File: src/rtl/slice_config_loader_if.sv
// Serial configuration bus between a bitstream source and the slice loader.
//   start     : begin a load (level, sampled every cycle)
//   abort     : cancel an in-progress load
//   bit_in    : serial bitstream data
//   bit_valid : bit_in is valid this cycle
//   bit_ready : loader accepts a bit this cycle
interface slice_config_loader_if;
  logic start;
  logic abort;
  logic bit_in;
  logic bit_valid;
  logic bit_ready;

  modport master (output start, abort, bit_in, bit_valid, input bit_ready);
  modport slave  (input start, abort, bit_in, bit_valid, output bit_ready);
endinterface

File: src/rtl/slice_config_loader.sv
// Shifts a serial bitstream into a shadow register and commits it to a slice.
// The first accepted bit lands in the MSB of the shadow register.
//   cclk                     : configuration clock, rising edge
//   rst                      : asynchronous active-high reset
//   bus                      : serial bus (slave side), see slice_config_loader_if
//   luts_config_out          : per-LUT config, LUT i at [i*2*CFG_SIZE +: 2*CFG_SIZE]
//   inter_lut_mux_config_out : inter-LUT mux config
//   config_use_cc_out        : carry-chain select
//   cen                      : one-cycle commit strobe
//   busy                     : load in progress (SHIFT or COMMIT)
//   done                     : last load committed
module slice_config_loader #(
  parameter  int unsigned S_XX_BASE = 4,
  parameter  int unsigned NUM_LUTS  = 4,
  localparam int unsigned CFG_SIZE  = 2**S_XX_BASE + 1,
  localparam int unsigned MUX_LVLS  = $clog2(NUM_LUTS),
  localparam int unsigned LUT_W     = NUM_LUTS * 2 * CFG_SIZE,
  localparam int unsigned TOTAL     = LUT_W + MUX_LVLS + 1
) (
  input  logic                      cclk,
  input  logic                      rst,
  slice_config_loader_if.slave      bus,
  output logic [LUT_W-1:0]          luts_config_out,
  output logic [MUX_LVLS-1:0]       inter_lut_mux_config_out,
  output logic                      config_use_cc_out,
  output logic                      cen,
  output logic                      busy,
  output logic                      done
);

  localparam int unsigned CNT_W = $clog2(TOTAL + 1);

  typedef enum logic [1:0] {
    IDLE   = 2'd0,
    SHIFT  = 2'd1,
    COMMIT = 2'd2,
    DONE   = 2'd3
  } state_e;

  state_e             state_q, state_d;
  logic [TOTAL-1:0]   sh_q, sh_d;
  logic [CNT_W-1:0]   cnt_q, cnt_d;
  logic               ready_q, ready_d;
  logic               cen_q, cen_d;
  logic               busy_q, busy_d;
  logic               done_q, done_d;

  // State, shadow register and registered status outputs.
  always_ff @(posedge cclk or posedge rst) begin
    if (rst) begin
      state_q <= IDLE;
      sh_q    <= '0;
      cnt_q   <= '0;
      ready_q <= 1'b0;
      cen_q   <= 1'b0;
      busy_q  <= 1'b0;
      done_q  <= 1'b0;
    end else begin
      state_q <= state_d;
      sh_q    <= sh_d;
      cnt_q   <= cnt_d;
      ready_q <= ready_d;
      cen_q   <= cen_d;
      busy_q  <= busy_d;
      done_q  <= done_d;
    end
  end

  // Next-state, shift and counter logic; status outputs decode the next state
  // so their registered copies line up with the state they describe.
  always_comb begin
    state_d = state_q;
    sh_d    = sh_q;
    cnt_d   = cnt_q;

    unique case (state_q)
      IDLE: begin
        if (bus.start) begin
          state_d = SHIFT;
          cnt_d   = '0;
        end
      end
      SHIFT: begin
        // abort wins over a valid bit: no shift on the abort cycle
        if (bus.abort) begin
          state_d = IDLE;
        end else if (bus.bit_valid) begin
          sh_d  = {sh_q[TOTAL-2:0], bus.bit_in};
          cnt_d = cnt_q + CNT_W'(1);
          if (cnt_q == CNT_W'(TOTAL - 1)) begin
            state_d = COMMIT;
          end
        end
      end
      COMMIT: begin
        state_d = DONE;
      end
      DONE: begin
        if (bus.start) begin
          state_d = SHIFT;
          cnt_d   = '0;
        end
      end
      default: begin
        state_d = IDLE;
      end
    endcase

    ready_d = (state_d == SHIFT);
    cen_d   = (state_d == COMMIT);
    busy_d  = (state_d == SHIFT) || (state_d == COMMIT);
    done_d  = (state_d == DONE);
  end

  assign bus.bit_ready                = ready_q;
  assign cen                          = cen_q;
  assign busy                         = busy_q;
  assign done                         = done_q;

  assign luts_config_out              = sh_q[LUT_W-1:0];
  assign inter_lut_mux_config_out     = sh_q[LUT_W +: MUX_LVLS];
  assign config_use_cc_out            = sh_q[TOTAL-1];

endmodule

File: src/flat_wrapper.sv
// flat-port wrapper written by rule: the top's interface ports become plain ports
module slice_config_loader_flat 
#(
  parameter  int unsigned S_XX_BASE = 4,
  parameter  int unsigned NUM_LUTS  = 4,
  localparam int unsigned CFG_SIZE  = 2**S_XX_BASE + 1,
  localparam int unsigned MUX_LVLS  = $clog2(NUM_LUTS),
  localparam int unsigned LUT_W     = NUM_LUTS * 2 * CFG_SIZE,
  localparam int unsigned TOTAL     = LUT_W + MUX_LVLS + 1
)
  (cclk, rst, luts_config_out, inter_lut_mux_config_out, config_use_cc_out, cen, busy, done, bus_start, bus_abort, bus_bit_in, bus_bit_valid, bus_bit_ready);
  slice_config_loader_if bus_i ();
  input  logic cclk;
  input  logic rst;
  output logic [LUT_W-1:0] luts_config_out;
  output logic [MUX_LVLS-1:0] inter_lut_mux_config_out;
  output logic config_use_cc_out;
  output logic cen;
  output logic busy;
  output logic done;
  input wire logic [$bits(bus_i.start)-1:0] bus_start;
  input wire logic [$bits(bus_i.abort)-1:0] bus_abort;
  input wire logic [$bits(bus_i.bit_in)-1:0] bus_bit_in;
  input wire logic [$bits(bus_i.bit_valid)-1:0] bus_bit_valid;
  output wire logic [$bits(bus_i.bit_ready)-1:0] bus_bit_ready;
  assign bus_i.start = bus_start;
  assign bus_i.abort = bus_abort;
  assign bus_i.bit_in = bus_bit_in;
  assign bus_i.bit_valid = bus_bit_valid;
  assign bus_bit_ready = bus_i.bit_ready;
  slice_config_loader #(.S_XX_BASE(S_XX_BASE), .NUM_LUTS(NUM_LUTS)) u_core (.cclk(cclk), .rst(rst), .bus(bus_i), .luts_config_out(luts_config_out), .inter_lut_mux_config_out(inter_lut_mux_config_out), .config_use_cc_out(config_use_cc_out), .cen(cen), .busy(busy), .done(done));
endmodule
File: config.mk
export PLATFORM = sky130hd
export DESIGN_NAME = slice_config_loader_flat
export DESIGN_NICKNAME = d
export VERILOG_FILES = /design/src/rtl/slice_config_loader_if.sv /design/src/rtl/slice_config_loader.sv /design/src/flat_wrapper.sv
export SDC_FILE = /design/constraint.sdc
export NUM_CORES = 1
export LEC_CHECK = 0
export BUFFER_PORTS_ARGS = -buffer_cell sky130_fd_sc_hd__buf_2
export CELL_PAD_IN_SITES_DETAIL_PLACEMENT = 2
export CELL_PAD_IN_SITES_GLOBAL_PLACEMENT = 2
export CORE_MARGIN = 5
export CORE_UTILIZATION = 34
export DETAILED_ROUTE_END_ITERATION = 12
export HOLD_SLACK_MARGIN = 0.06
export PLACE_DENSITY = 0.72
export REMOVE_ABC_BUFFERS = 1
export SYNTH_ARGS = -nofsm -noshare
export SYNTH_HDL_FRONTEND = slang
export SYNTH_SLANG_ARGS = --single-unit
export TNS_END_PERCENT = 30
File: constraint.sdc
create_clock -name cclk -period 4.4 [get_ports cclk]
set_clock_uncertainty 0.05 [all_clocks]
set_input_delay 0.22 -clock cclk [delete_from_list [all_inputs] [get_ports cclk]]
set_output_delay 0.22 -clock cclk [all_outputs]
set_load 0.005 [all_outputs]
==> results of run 1 <==
state kept, by name (all words and copies together), names as in the netlist:
name                  cells
u_core.sh_q             139
u_core.cnt_q              8
u_core.state_q            2
u_core.bus.bit_ready      1
u_core.busy               1
u_core.cen                1
u_core.done               1
synth_stat cells (2+ instances only):
master                       n  share of area
sky130_fd_sc_hd__mux2_1     10          0.018
sky130_fd_sc_hd__o211ai_1    4         0.0047
sky130_fd_sc_hd__mux2i_1     4         0.0062
sky130_fd_sc_hd__buf_6      11          0.019
sky130_fd_sc_hd__ha_1        8          0.016
sky130_fd_sc_hd__nand3_1     2         0.0016
sky130_fd_sc_hd__mux2_2     29          0.051
sky130_fd_sc_hd__or4_1       3         0.0035
sky130_fd_sc_hd__inv_1      11         0.0064
sky130_fd_sc_hd__nor2b_1     2         0.0019
sky130_fd_sc_hd__nor2_1      3         0.0018
sky130_fd_sc_hd__nand4_1     2         0.0019
sky130_fd_sc_hd__a211oi_1    2         0.0023
sky130_fd_sc_hd__buf_4       2         0.0023
sky130_fd_sc_hd__dfrtp_1   153           0.60
sky130_fd_sc_hd__o21ai_0     3         0.0023
sky130_fd_sc_hd__o22ai_1     2         0.0019
sky130_fd_sc_hd__a22oi_1     2         0.0023
sky130_fd_sc_hd__nand2b_1    3         0.0029
sky130_fd_sc_hd__buf_2       2         0.0016
sky130_fd_sc_hd__mux2_4    100           0.23
sky130_fd_sc_hd__a31oi_1     2         0.0019
sky130_fd_sc_hd__nor4bb_1    2         0.0031
sky130_fd_sc_hd__nand2_1     2         0.0012
power by group through the flow:
stage	registers (mW)	clock network [mW]	logic (mW)
after global routing	1.58	1.67	0.582
after detailed placement	1.60	0	0.530
after global placement	1.59	0	0.506
after CTS	1.57	1.61	0.535
after floorplan	1.58	0	0.457
final	1.57	1.56	0.521
cell type report:
type,count,area (sq um),share of cell area
inverters,11,46.3,0.00579
well taps,234,293,0.0366
repair buffers,154,803,0.100
clock inverters,12,190,0.0238
clock buffers,20,437,0.0546
flip-flops and latches,153,3830,0.479
multi-input cells,197,2400,0.300
per-layer routing:
metal,GRT usage,up-vias,share of wire
li1,-,1665,-
met1,0.189,1954,0.46
met2,0.226,117,0.48
met3,0.0426,6,0.047
met4,0.0280,0,0.0052
met5,0,-,0
final timing paths:
check	from	endpoint	slack, ps	cells past startpoint
setup / recovery	u_core.state_q[1]	u_core.sh_q[136]	2160	5
hold / removal	bus_abort	u_core.cnt_q[2]	130	4
setup reg to reg	u_core.state_q[1]	u_core.sh_q[136]	2160	5
hold reg to reg	u_core.sh_q[28]	u_core.sh_q[28]	460	1
max in group asynchronous	rst	u_core.sh_q[74]	2800	4
min in group asynchronous	rst	u_core.sh_q[121]	330	3
timing repair:
item	in CTS	in global routing
buffers inserted	0	0
setup endpoints to repair	0	0
endpoints found under the hold margin	46	0
hold buffers	2	0
worst min-delay path: cells and delay by family:
family        cells  cell delay, ps
simple gates      2             150
mux               1              60
buf+inv           1             120
kinds of logic (layout without fill, tap and decap cells):
group,count (synthesis),in the layout
DFF,153,153
muxes,143,143
adders and majority gates,8,8
buffers and inverters,27,197
AOI/OAI and AO/OA,22,22
and+or+nand+nor,24,24
==> impl_metrics.prom, run 1 <==
# TYPE chip_impl_metric gauge
chip_impl_metric{name="worst_skew_pair.late_latency",unit="ps"} 410
chip_impl_metric{name="power.density_cell_area",unit="nW/um^2"} 457
chip_impl_info{name="worstPathCellList",value="inv_1 -> ha_1 -> nand3b_1 -> buf_4 -> mux2_2"} 1
chip_impl_metric{name="synth_area_in_compound_gates",unit=""} 0.0253
chip_impl_metric{name="synth_simple_gate_area_share",unit=""} 0.0238
chip_impl_metric{name="whs",unit="ps"} 132
chip_impl_metric{name="cell_internal_pwr",unit="mW"} 2.69
chip_impl_info{name="grt_setup_unrepaired",value="no"} 1
chip_impl_metric{name="finalHoldViolCount",unit=""} 0
chip_impl_metric{name="via_count",unit=""} 3742
chip_impl_info{name="cts_tree",value="yes"} 1
chip_impl_metric{name="fin_setup_tns",unit="ps"} 0
chip_impl_metric{name="fp.dieW",unit="um"} 147
chip_impl_metric{name="drt_iter0_markers",unit=""} 121
chip_impl_metric{name="leakage",unit="nW"} 4.59
chip_impl_metric{name="setup_viol",unit=""} 0
chip_impl_info{name="start_kind",value="flip-flop"} 1
chip_impl_metric{name="cts.repair.resized",unit=""} 0
chip_impl_metric{name="drc",unit=""} 0
chip_impl_metric{name="post_synth_fa_ha_maj_area_fraction",unit=""} 0.0156
chip_impl_metric{name="worst_ir_drop_vdd",unit="mV"} 0.264
chip_impl_info{name="hold_class",value="input pin to flip-flop"} 1
chip_impl_metric{name="path_max_fanout",unit=""} 55
chip_impl_metric{name="drt-vias-per-instance",unit=""} 4.79
chip_impl_metric{name="cts.sink_count",unit=""} 153
chip_impl_metric{name="grt_first_pass_wirelength",unit="um"} 24500
chip_impl_metric{name="antenna_found_initial",unit=""} 0
chip_impl_metric{name="route.antenna.remaining_nets",unit=""} 0
chip_impl_metric{name="layout_worst_path_cycle_share",unit=""} 0.508
chip_impl_info{name="critPathSlowestCell",value="sky130_fd_sc_hd__buf_4"} 1
chip_impl_metric{name="post_synth_num_cell_types",unit=""} 37
chip_impl_metric{name="dp.cells",unit=""} 747
chip_impl_metric{name="cp.required",unit="ps"} 4640
chip_impl_metric{name="grt.overflow.total",unit=""} 0
chip_impl_info{name="crit_family",value="buffers and inverters"} 1
chip_impl_metric{name="max_stage_delay",unit="ps"} 650
chip_impl_metric{name="synth.mux.area_fraction",unit=""} 0.309
chip_impl_metric{name="maxSlewViolCount",unit=""} 0
chip_impl_metric{name="p_sw_frac",unit=""} 0.265
chip_impl_metric{name="layout_min_cycle_time",unit="ps"} 2240
chip_impl_metric{name="routed_wire_length_per_instance",unit="um"} 19.2
chip_impl_metric{name="net-switching-power",unit="mW"} 0.969
chip_impl_metric{name="synth.avg_cell_area",unit="sq um"} 17.0
chip_impl_metric{name="dpl-instance-area",unit="sq um"} 7350
chip_impl_metric{name="postSynthRegisterBits",unit=""} 153
chip_impl_info{name="worst_setup_path_end_kind",value="flip-flop"} 1
chip_impl_metric{name="seq_area_frac_synth",unit=""} 0.596
chip_impl_metric{name="total_power",unit="mW"} 3.65
chip_impl_metric{name="worst-path-buf-inv",unit=""} 2
chip_impl_metric{name="num_antenna_cells",unit=""} 0
chip_impl_metric{name="die_h",unit="um"} 147
chip_impl_metric{name="drt_wl_total",unit="um"} 15000
chip_impl_metric{name="grt_start_max_net_pins",unit=""} 85
chip_impl_metric{name="io_buffer_count",unit=""} 148
chip_impl_info{name="path_class",value="flip-flop to flip-flop"} 1
chip_impl_metric{name="tightest_slew",unit="ps"} 822
chip_impl_metric{name="seq_power_share",unit=""} 0.429
chip_impl_metric{name="die_area",unit="sq um"} 21700
chip_impl_metric{name="clk_pin_slew",unit="ps"} 70
chip_impl_metric{name="synth_edf_count",unit=""} 0
chip_impl_metric{name="numCtsBuffers",unit=""} 17
chip_impl_metric{name="design.core.area",unit="sq um"} 18600
chip_impl_metric{name="synthArstFlopShare",unit=""} 1.00
chip_impl_metric{name="fin_area",unit="sq um"} 7990
chip_impl_metric{name="pre_repair_dr_iteration_count",unit=""} 4
chip_impl_metric{name="max_slew_headroom_at_the_worst_pin",unit=""} 0.452
chip_impl_metric{name="floorplan.initialDensity",unit=""} 0.344
chip_impl_metric{name="areaGrowthSynthToFinish",unit="%"} 24.5
chip_impl_metric{name="synth_cells",unit=""} 377
chip_impl_metric{name="yosysWarningCount",unit=""} 0
chip_impl_metric{name="max_freq",unit="GHz"} 0.447
chip_impl_metric{name="detailed_place_hpwl",unit="um"} 10300
chip_impl_info{name="mostFrequentLayoutCells",value="153 x sky130_fd_sc_hd__dfrtp_1, 148 x sky130_fd_sc_hd__buf_2, 100 x sky130_fd_sc_hd__mux2_4"} 1
chip_impl_metric{name="placementRows",unit=""} 50
chip_impl_metric{name="timing.critical_path.arrival",unit="ps"} 2470
chip_impl_metric{name="final_net_count",unit=""} 548
chip_impl_metric{name="syn_area",unit="sq um"} 6420
chip_impl_metric{name="first_global_vias",unit=""} 4227
chip_impl_info{name="run_status",value="finished clean"} 1
chip_impl_metric{name="max_cap_viol_count",unit=""} 0
chip_impl_info{name="synth_top_flop_cell",value="sky130_fd_sc_hd__dfrtp_1"} 1
chip_impl_metric{name="floorplan.io_pins",unit=""} 149
chip_impl_metric{name="grt_util_all_layers",unit=""} 0.140
chip_impl_info{name="most_common_cell_after_layout_fill_and_taps_aside",value="sky130_fd_sc_hd__dfrtp_1"} 1
chip_impl_metric{name="synth_xor_xnor_area_share",unit=""} 0
chip_impl_metric{name="layout_cells_sized_above_1",unit=""} 0.570
chip_impl_metric{name="htreeDepth",unit=""} 4
chip_impl_metric{name="cts_max_path_buffers",unit=""} 2
chip_impl_metric{name="post-route-util",unit=""} 0.429
chip_impl_metric{name="fillCellCount",unit=""} 1858
chip_impl_metric{name="final_critical_path_setup_slack",unit="ps"} 2160
chip_impl_metric{name="post_layout_nonfiller_instances",unit=""} 781
chip_impl_info{name="root_buffer",value="sky130_fd_sc_hd__clkbuf_16"} 1
chip_impl_metric{name="dp_slack",unit="ps"} 2170
chip_impl_metric{name="clock_power_share",unit=""} 0.428
chip_impl_info{name="combinational_family_with_the_most_area_after_synthesis",value="multiplexers"} 1
chip_impl_metric{name="place_congestion",unit=""} 0.728
chip_impl_metric{name="combPwrFrac",unit=""} 0.143
No activity file was read; power rests on OpenSTA's default activity.
==> inputs of run 2 (changes only) <==
Settings changed: ABC_AREA set to 1, CORE_UTILIZATION 34 to 32, PLACE_DENSITY 0.72 to 0.76.
Clock period 4.4 ns to 2.3 ns, I/O delays scaled along.
==> run 2 against run 1 <==
Register-to-register slack lost 1900 ps; global-route usage grew 3.3 points; wire length grew 17%; hold slack gained 40 ps; setup slack lost 1900 ps; critical path type unchanged; critical endpoint is now u_core.busy.
==> impl_metrics.prom, run 2 <==
# TYPE chip_impl_metric gauge
chip_impl_metric{name="floorplan.initialDensity",unit=""} 0.327
chip_impl_metric{name="drt_iter0_markers",unit=""} 179
chip_impl_info{name="cts_tree",value="yes"} 1
chip_impl_metric{name="via_count",unit=""} 4848
chip_impl_info{name="run_status",value="finished clean"} 1
chip_impl_metric{name="cp.required",unit="ps"} 2570
chip_impl_metric{name="leakage",unit="nW"} 3.91
chip_impl_info{name="top_layer",value="met4"} 1
chip_impl_metric{name="num_antenna_cells",unit=""} 0
chip_impl_metric{name="syn_area",unit="sq um"} 5940
chip_impl_metric{name="route.antenna.remaining_nets",unit=""} 0
chip_impl_metric{name="number_of_flip_flops_in_the_largest_register",unit=""} 139
chip_impl_metric{name="io_buffer_count",unit=""} 148
chip_impl_metric{name="worst_skew_pair.late_latency",unit="ps"} 420
chip_impl_metric{name="post_synth_num_cell_types",unit=""} 17
chip_impl_info{name="worst_setup_path_end_kind",value="flip-flop"} 1
chip_impl_metric{name="power.density_cell_area",unit="nW/um^2"} 1410
chip_impl_metric{name="timing.critical_path.arrival",unit="ps"} 2280
chip_impl_metric{name="synthArstFlopShare",unit=""} 1.00
chip_impl_info{name="synth.cells.most_frequent",value="175 x sky130_fd_sc_hd__nand2_1, 153 x sky130_fd_sc_hd__dfrtp_1, 95 x sky130_fd_sc_hd__o21ai_0"} 1
chip_impl_metric{name="htreeDepth",unit=""} 4
chip_impl_info{name="crit_family",value="adder cells"} 1
chip_impl_metric{name="antenna_found_initial",unit=""} 0
chip_impl_metric{name="postSynthRegisterBits",unit=""} 153
chip_impl_metric{name="dp_slack",unit="ps"} 218
chip_impl_info{name="grt_setup_unrepaired",value="no"} 1
chip_impl_info{name="worst_path_most_repeated_cell",value="sky130_fd_sc_hd__inv_1"} 1
chip_impl_info{name="synth_largest_area_cell",value="sky130_fd_sc_hd__dfrtp_1"} 1
chip_impl_metric{name="cts.sink_count",unit=""} 153
chip_impl_metric{name="synth_cells",unit=""} 628
chip_impl_metric{name="die_h",unit="um"} 146
chip_impl_metric{name="pre_repair_dr_iteration_count",unit=""} 4
chip_impl_metric{name="drt-vias-per-instance",unit=""} 4.75
chip_impl_metric{name="clk_pin_slew",unit="ps"} 60
chip_impl_metric{name="layout_min_cycle_time",unit="ps"} 2010
chip_impl_metric{name="routed_metal_1_wirelength",unit="um"} 7680
chip_impl_metric{name="fin_area",unit="sq um"} 7610
chip_impl_metric{name="place_congestion",unit=""} 0.769
chip_impl_info{name="critPathSlowestCell",value="sky130_fd_sc_hd__dfrtp_1"} 1
chip_impl_metric{name="grt_start_max_net_pins",unit=""} 57
chip_impl_metric{name="routed-wl-met2",unit="um"} 8770
chip_impl_metric{name="design.core.area",unit="sq um"} 18100
chip_impl_metric{name="setup_viol",unit=""} 0
chip_impl_info{name="hold_class",value="input pin to flip-flop"} 1
chip_impl_metric{name="placementRows",unit=""} 49
chip_impl_metric{name="synth_edf_count",unit=""} 0
chip_impl_metric{name="post-route-util",unit=""} 0.419
chip_impl_metric{name="grt_first_pass_wirelength",unit="um"} 29900
chip_impl_metric{name="detailed_place_hpwl",unit="um"} 12300
chip_impl_metric{name="post_layout_nonfiller_instances",unit=""} 1020
chip_impl_metric{name="finalHoldViolCount",unit=""} 0
chip_impl_info{name="most_common_cell_after_layout_fill_and_taps_aside",value="sky130_fd_sc_hd__nand2_1"} 1
chip_impl_metric{name="drt_wl_total",unit="um"} 17600
chip_impl_metric{name="grt_util_all_layers",unit=""} 0.173
chip_impl_metric{name="max_freq",unit="GHz"} 0.499
chip_impl_metric{name="worst_ir_drop_vdd",unit="mV"} 0.584
chip_impl_info{name="synth_top_flop_cell",value="sky130_fd_sc_hd__dfrtp_1"} 1
chip_impl_metric{name="max_slew_headroom_at_the_worst_pin",unit=""} 0.635
chip_impl_metric{name="worst-path-buf-inv",unit=""} 3
chip_impl_metric{name="die_area",unit="sq um"} 21400
chip_impl_metric{name="floorplan.io_pins",unit=""} 149
chip_impl_metric{name="numCtsBuffers",unit=""} 17
chip_impl_metric{name="tightest_slew",unit="ps"} 548
chip_impl_metric{name="final_net_count",unit=""} 793
chip_impl_info{name="max_flop_register",value="u_core.sh_q"} 1
chip_impl_metric{name="max_cap_viol_count",unit=""} 0
chip_impl_info{name="main_area_contributors_after_synthesis",value="sky130_fd_sc_hd__dfrtp_1 64%, sky130_fd_sc_hd__nand2_1 11%, sky130_fd_sc_hd__o21ai_0 8.0%"} 1
chip_impl_metric{name="fp.dieW",unit="um"} 146
chip_impl_metric{name="grt.overflow.total",unit=""} 0
chip_impl_info{name="mostFrequentLayoutCells",value="175 x sky130_fd_sc_hd__nand2_1, 153 x sky130_fd_sc_hd__dfrtp_1, 148 x sky130_fd_sc_hd__buf_2"} 1
chip_impl_metric{name="layout_cells_sized_above_1",unit=""} 0.245
chip_impl_metric{name="path_max_fanout",unit=""} 7
chip_impl_metric{name="dpl-instance-area",unit="sq um"} 6960
chip_impl_metric{name="met3_wirelength",unit="um"} 880
chip_impl_metric{name="cts_max_path_buffers",unit=""} 2
chip_impl_metric{name="seq_area_frac_synth",unit=""} 0.644
chip_impl_metric{name="synth_top_area_share",unit=""} 0.644
chip_impl_info{name="path_class",value="flip-flop to flip-flop"} 1
chip_impl_info{name="start_kind",value="flip-flop"} 1
chip_impl_metric{name="yosysWarningCount",unit=""} 0
chip_impl_info{name="synth.most_common_cell",value="sky130_fd_sc_hd__nand2_1"} 1
chip_impl_metric{name="drc",unit=""} 0
chip_impl_metric{name="fillCellCount",unit=""} 2013
chip_impl_metric{name="max_stage_delay",unit="ps"} 410
chip_impl_info{name="root_buffer",value="sky130_fd_sc_hd__clkbuf_16"} 1
chip_impl_metric{name="layout_worst_path_cycle_share",unit=""} 0.872
chip_impl_info{name="worstPathCellList",value="inv_1 -> ha_1 -> inv_1 -> a21oi_1 -> o21ai_0 -> nand2_1 -> ha_1 -> inv_1"} 1
chip_impl_metric{name="maxSlewViolCount",unit=""} 0
chip_impl_metric{name="synth.avg_cell_area",unit="sq um"} 9.46
chip_impl_metric{name="routed_wire_length_per_instance",unit="um"} 17.2
chip_impl_metric{name="post-cts-setup-buffer-count",unit=""} 0
chip_impl_info{name="top_regs",value="u_core.sh_q (139), u_core.cnt_q (8), u_core.state_q (2)"} 1
chip_impl_metric{name="areaGrowthSynthToFinish",unit="%"} 28.0
chip_impl_metric{name="dp.cells",unit=""} 986
chip_impl_metric{name="first_global_vias",unit=""} 5568
chip_impl_metric{name="final_critical_path_setup_slack",unit="ps"} 294
-- run 2: cell count changes in the layout (fill, tap and decap cells not counted), sizes merged, moves of 4 or more --
cell	delta
nand2	+173
buf	+8
o21ai	+143
mux2	-139
clkinv	+4
nor2	+7
mux2i	-4
o211ai	-4
inv	+77
-- run 2: report_power, final --
part	total [mW]	leakage (nW)	switching, mW	internal [mW]
sequential	4.61	1.99	0.791	3.82
clock	2.95	0.299	1.11	1.84
combinational	3.16	1.62	1.84	1.32
total	10.7	3.91	3.75	6.97
-- run 2: through the flow --
step,power [mW],TNS (ps),hold slack (ps)
after detailed placement,7.87,0,181
after floorplan,5.90,-545210,186
after global placement,7.60,0,160
after global routing,11.6,0,226
final,10.7,0,172
after CTS,11.0,0,160
-- run 2: final cells by class --
cell class | instances | area (sq um) | share of cell area
repair buffers | 163 | 911 | 0.120
clock inverters | 12 | 173 | 0.0227
inverters | 90 | 345 | 0.0454
multi-input cells | 354 | 1620 | 0.213
clock buffers | 19 | 443 | 0.0582
well taps | 229 | 287 | 0.0377
flip-flops and latches | 153 | 3830 | 0.503
-- run 2: cells by family after synthesis --
group | synth area share
simple gates | 0.129
flops | 0.644
compound gates | 0.126
buf+inv | 0.0834
fa+ha+maj | 0.0168
-- run 2: what timing repair did --
action	in CTS	in global routing
hold endpoints to repair	54	0
hold buffers	3	0
setup endpoints to repair	0	1
gates resized for setup	0	1
-- run 2: worst paths after layout --
kind                                      to               from  slack (ps)  depth (start not counted)
hold reg to reg               u_core.sh_q[6]     u_core.sh_q[5]         460                          2
max in group asynchronous   u_core.sh_q[127]                rst        1240                          4
hold / removal             u_core.state_q[0]      bus_bit_valid         170                          6
setup / recovery                 u_core.busy  u_core.state_q[0]         290                          8
setup reg to reg                 u_core.busy  u_core.state_q[0]         290                          8
min in group asynchronous    u_core.sh_q[41]                rst         250                          3
-- run 2: worst reg2reg max path: stages, from the launching register on --
cell and delay, ps:
sky130_fd_sc_hd__dfrtp_1 410, sky130_fd_sc_hd__inv_1 90, sky130_fd_sc_hd__ha_1 340, sky130_fd_sc_hd__inv_1 220, sky130_fd_sc_hd__a21oi_1 80, sky130_fd_sc_hd__o21ai_0 240
sky130_fd_sc_hd__nand2_1 140, sky130_fd_sc_hd__ha_1 300, sky130_fd_sc_hd__inv_1 40
-- run 2: per-layer routing --
layer / vias to the layer above / GRT usage
met3: 20 / 0.0418
li1: 2271 / -
met4: 0 / 0.0532
met1: 2447 / 0.222
met2: 110 / 0.291
met5: - / 0
==> inputs of run 3 (changes only) <==
Settings changed: ABC_AREA 1 to 0, CORE_UTILIZATION 32 to 38.
==> run 3 against run 2 <==
Via count down 22%; critical endpoint is now u_core.cnt_q[6]; design area up 6.4%; clock power about the same; utilization up 6.9 points; maximum frequency down 7.6%; register-to-register slack worse by 170 ps; power down 35%; hold slack worse by 83 ps.
==> impl_metrics.prom, run 3 (synthesized netlist as in run 1, its figures left out) <==
# TYPE chip_impl_metric gauge
chip_impl_info{name="run_status",value="finished clean"} 1
chip_impl_metric{name="clk_pin_slew",unit="ps"} 60
chip_impl_metric{name="grt_start_max_net_pins",unit=""} 62
chip_impl_metric{name="leakage",unit="nW"} 4.65
chip_impl_info{name="path_class",value="flip-flop to flip-flop"} 1
chip_impl_metric{name="drt_iter0_markers",unit=""} 122
chip_impl_metric{name="fin_setup_tns",unit="ps"} 0
chip_impl_metric{name="fillCellCount",unit=""} 1593
chip_impl_metric{name="layout_min_cycle_time",unit="ps"} 2170
chip_impl_metric{name="num_antenna_cells",unit=""} 0
chip_impl_info{name="mostFrequentLayoutCells",value="153 x sky130_fd_sc_hd__dfrtp_1, 148 x sky130_fd_sc_hd__buf_2, 100 x sky130_fd_sc_hd__mux2_4"} 1
chip_impl_metric{name="post-cts-setup-buffer-count",unit=""} 0
chip_impl_metric{name="worst_ir_drop_vdd",unit="mV"} 0.521
chip_impl_metric{name="power.density_cell_area",unit="nW/um^2"} 867
chip_impl_info{name="cts_tree",value="yes"} 1
chip_impl_metric{name="place_congestion",unit=""} 0.726
chip_impl_metric{name="numCtsBuffers",unit=""} 17
chip_impl_metric{name="antenna_found_initial",unit=""} 0
chip_impl_metric{name="detailed_place_hpwl",unit="um"} 10500
chip_impl_info{name="grt_setup_unrepaired",value="no"} 1
chip_impl_metric{name="drt_wl_total",unit="um"} 15600
chip_impl_info{name="root_buffer",value="sky130_fd_sc_hd__clkbuf_16"} 1
chip_impl_metric{name="post-route-util",unit=""} 0.488
chip_impl_metric{name="htreeDepth",unit=""} 4
chip_impl_metric{name="drt-vias-per-instance",unit=""} 4.89
chip_impl_metric{name="via_count",unit=""} 3778
chip_impl_metric{name="grt_util_all_layers",unit=""} 0.166
chip_impl_metric{name="cts_max_path_buffers",unit=""} 2
chip_impl_metric{name="grt_first_pass_wirelength",unit="um"} 25400
chip_impl_metric{name="layout_cells_sized_above_1",unit=""} 0.577
chip_impl_metric{name="final_net_count",unit=""} 554
chip_impl_metric{name="setup_viol",unit=""} 0
chip_impl_info{name="most_common_cell_after_layout_fill_and_taps_aside",value="sky130_fd_sc_hd__dfrtp_1"} 1
chip_impl_info{name="top_regs",value="u_core.sh_q (139), u_core.cnt_q (8), u_core.state_q (2)"} 1
chip_impl_metric{name="worst_skew_pair.late_latency",unit="ps"} 420
chip_impl_metric{name="fp.dieW",unit="um"} 140
chip_impl_metric{name="grt.overflow.total",unit=""} 0
chip_impl_metric{name="pre_repair_dr_iteration_count",unit=""} 4
chip_impl_metric{name="floorplan.initialDensity",unit=""} 0.387
chip_impl_metric{name="placementRows",unit=""} 47
chip_impl_info{name="start_kind",value="flip-flop"} 1
chip_impl_metric{name="design.core.area",unit="sq um"} 16600
chip_impl_metric{name="cts.repair.resized",unit=""} 0
chip_impl_metric{name="max_cap_viol_count",unit=""} 0
chip_impl_metric{name="path_max_fanout",unit=""} 12
chip_impl_metric{name="die_h",unit="um"} 140
chip_impl_metric{name="io_buffer_count",unit=""} 148
chip_impl_metric{name="finalHoldViolCount",unit=""} 0
chip_impl_metric{name="max_freq",unit="GHz"} 0.461
chip_impl_metric{name="number_of_flip_flops_in_the_largest_register",unit=""} 139
chip_impl_metric{name="maxSlewViolCount",unit=""} 0
chip_impl_metric{name="cp.required",unit="ps"} 2580
chip_impl_metric{name="areaGrowthSynthToFinish",unit="%"} 26.1
chip_impl_metric{name="tightest_slew",unit="ps"} 568
chip_impl_metric{name="floorplan.io_pins",unit=""} 149
chip_impl_metric{name="routed_wire_length_per_instance",unit="um"} 20.2
chip_impl_metric{name="first_global_vias",unit=""} 4296
chip_impl_metric{name="cts.sink_count",unit=""} 153
chip_impl_metric{name="max_slew_headroom_at_the_worst_pin",unit=""} 0.621
chip_impl_info{name="worst_setup_path_end_kind",value="flip-flop"} 1
chip_impl_metric{name="timing.critical_path.arrival",unit="ps"} 2450
chip_impl_metric{name="die_area",unit="sq um"} 19600
chip_impl_metric{name="route.antenna.remaining_nets",unit=""} 0
chip_impl_info{name="max_flop_register",value="u_core.sh_q"} 1
chip_impl_metric{name="drc",unit=""} 0
chip_impl_info{name="hold_class",value="input pin to flip-flop"} 1
chip_impl_metric{name="layout_worst_path_cycle_share",unit=""} 0.944
==> run 3: critical path, cell delays in order, from the launching register on <==
cell and delay (ps):
sky130_fd_sc_hd__dfrtp_1 420, sky130_fd_sc_hd__inv_1 60, sky130_fd_sc_hd__ha_1 470, sky130_fd_sc_hd__nand4bb_1 420, sky130_fd_sc_hd__or4_1 550, sky130_fd_sc_hd__o211ai_1 110
==> run 3: report_power, final <==
group          total (mW)  switching, mW  internal [mW]
Clock                2.95           1.16           1.78
Combinational        1.06          0.576          0.482
Sequential           3.01          0.155           2.86
==> run 3: worst paths after layout <==
check	depth (start not counted)	startpoint	to	slack (ps)
max	5	u_core.state_q[0]	u_core.cnt_q[6]	130
min	4	bus_bit_valid	u_core.cnt_q[2]	90
max reg2reg	5	u_core.state_q[0]	u_core.cnt_q[6]	130
min reg2reg	1	u_core.sh_q[26]	u_core.sh_q[27]	470
max in group asynchronous	4	rst	u_core.sh_q[119]	1260
min in group asynchronous	3	rst	u_core.sh_q[128]	260
==> run 3: repair_timing <==
action                                  4_1_cts  5_1_grt
endpoints found under the setup margin        0        0
endpoints found under the hold margin        62        0
hold buffers                                  3        0
==> run 3: layout make-up <==
class	instances	area, sq um	share of cell area
clock inverters	12	165	0.0204
flip-flops and latches	153	3830	0.473
well taps	220	275	0.0340
inverters	11	46.3	0.00572
multi-input cells	197	2400	0.296
repair buffers	160	926	0.114
clock buffers	20	457	0.0564
==> run 3: metal layers <==
layer	vias to the layer above	global-route usage	routed length, um
met2	108	0.264	7520
li1	1674	-	-
met1	1980	0.224	7260
met5	-	0	0
met3	16	0.0423	662
met4	0	0.0505	173
==> run 3: stage by stage <==
step	cell area, sq um	power (mW)	hold WS, ps	std cells	worst slack (ps)
after floorplan	6270	3.90	216	361	-4840
after global placement	7440	4.06	169	738	306
after detailed placement	7440	4.12	178	738	188
after CTS	8090	7.12	65.2	773	144
after global routing	8090	7.37	108	773	27.4
final	8090	7.01	88.5	773	129
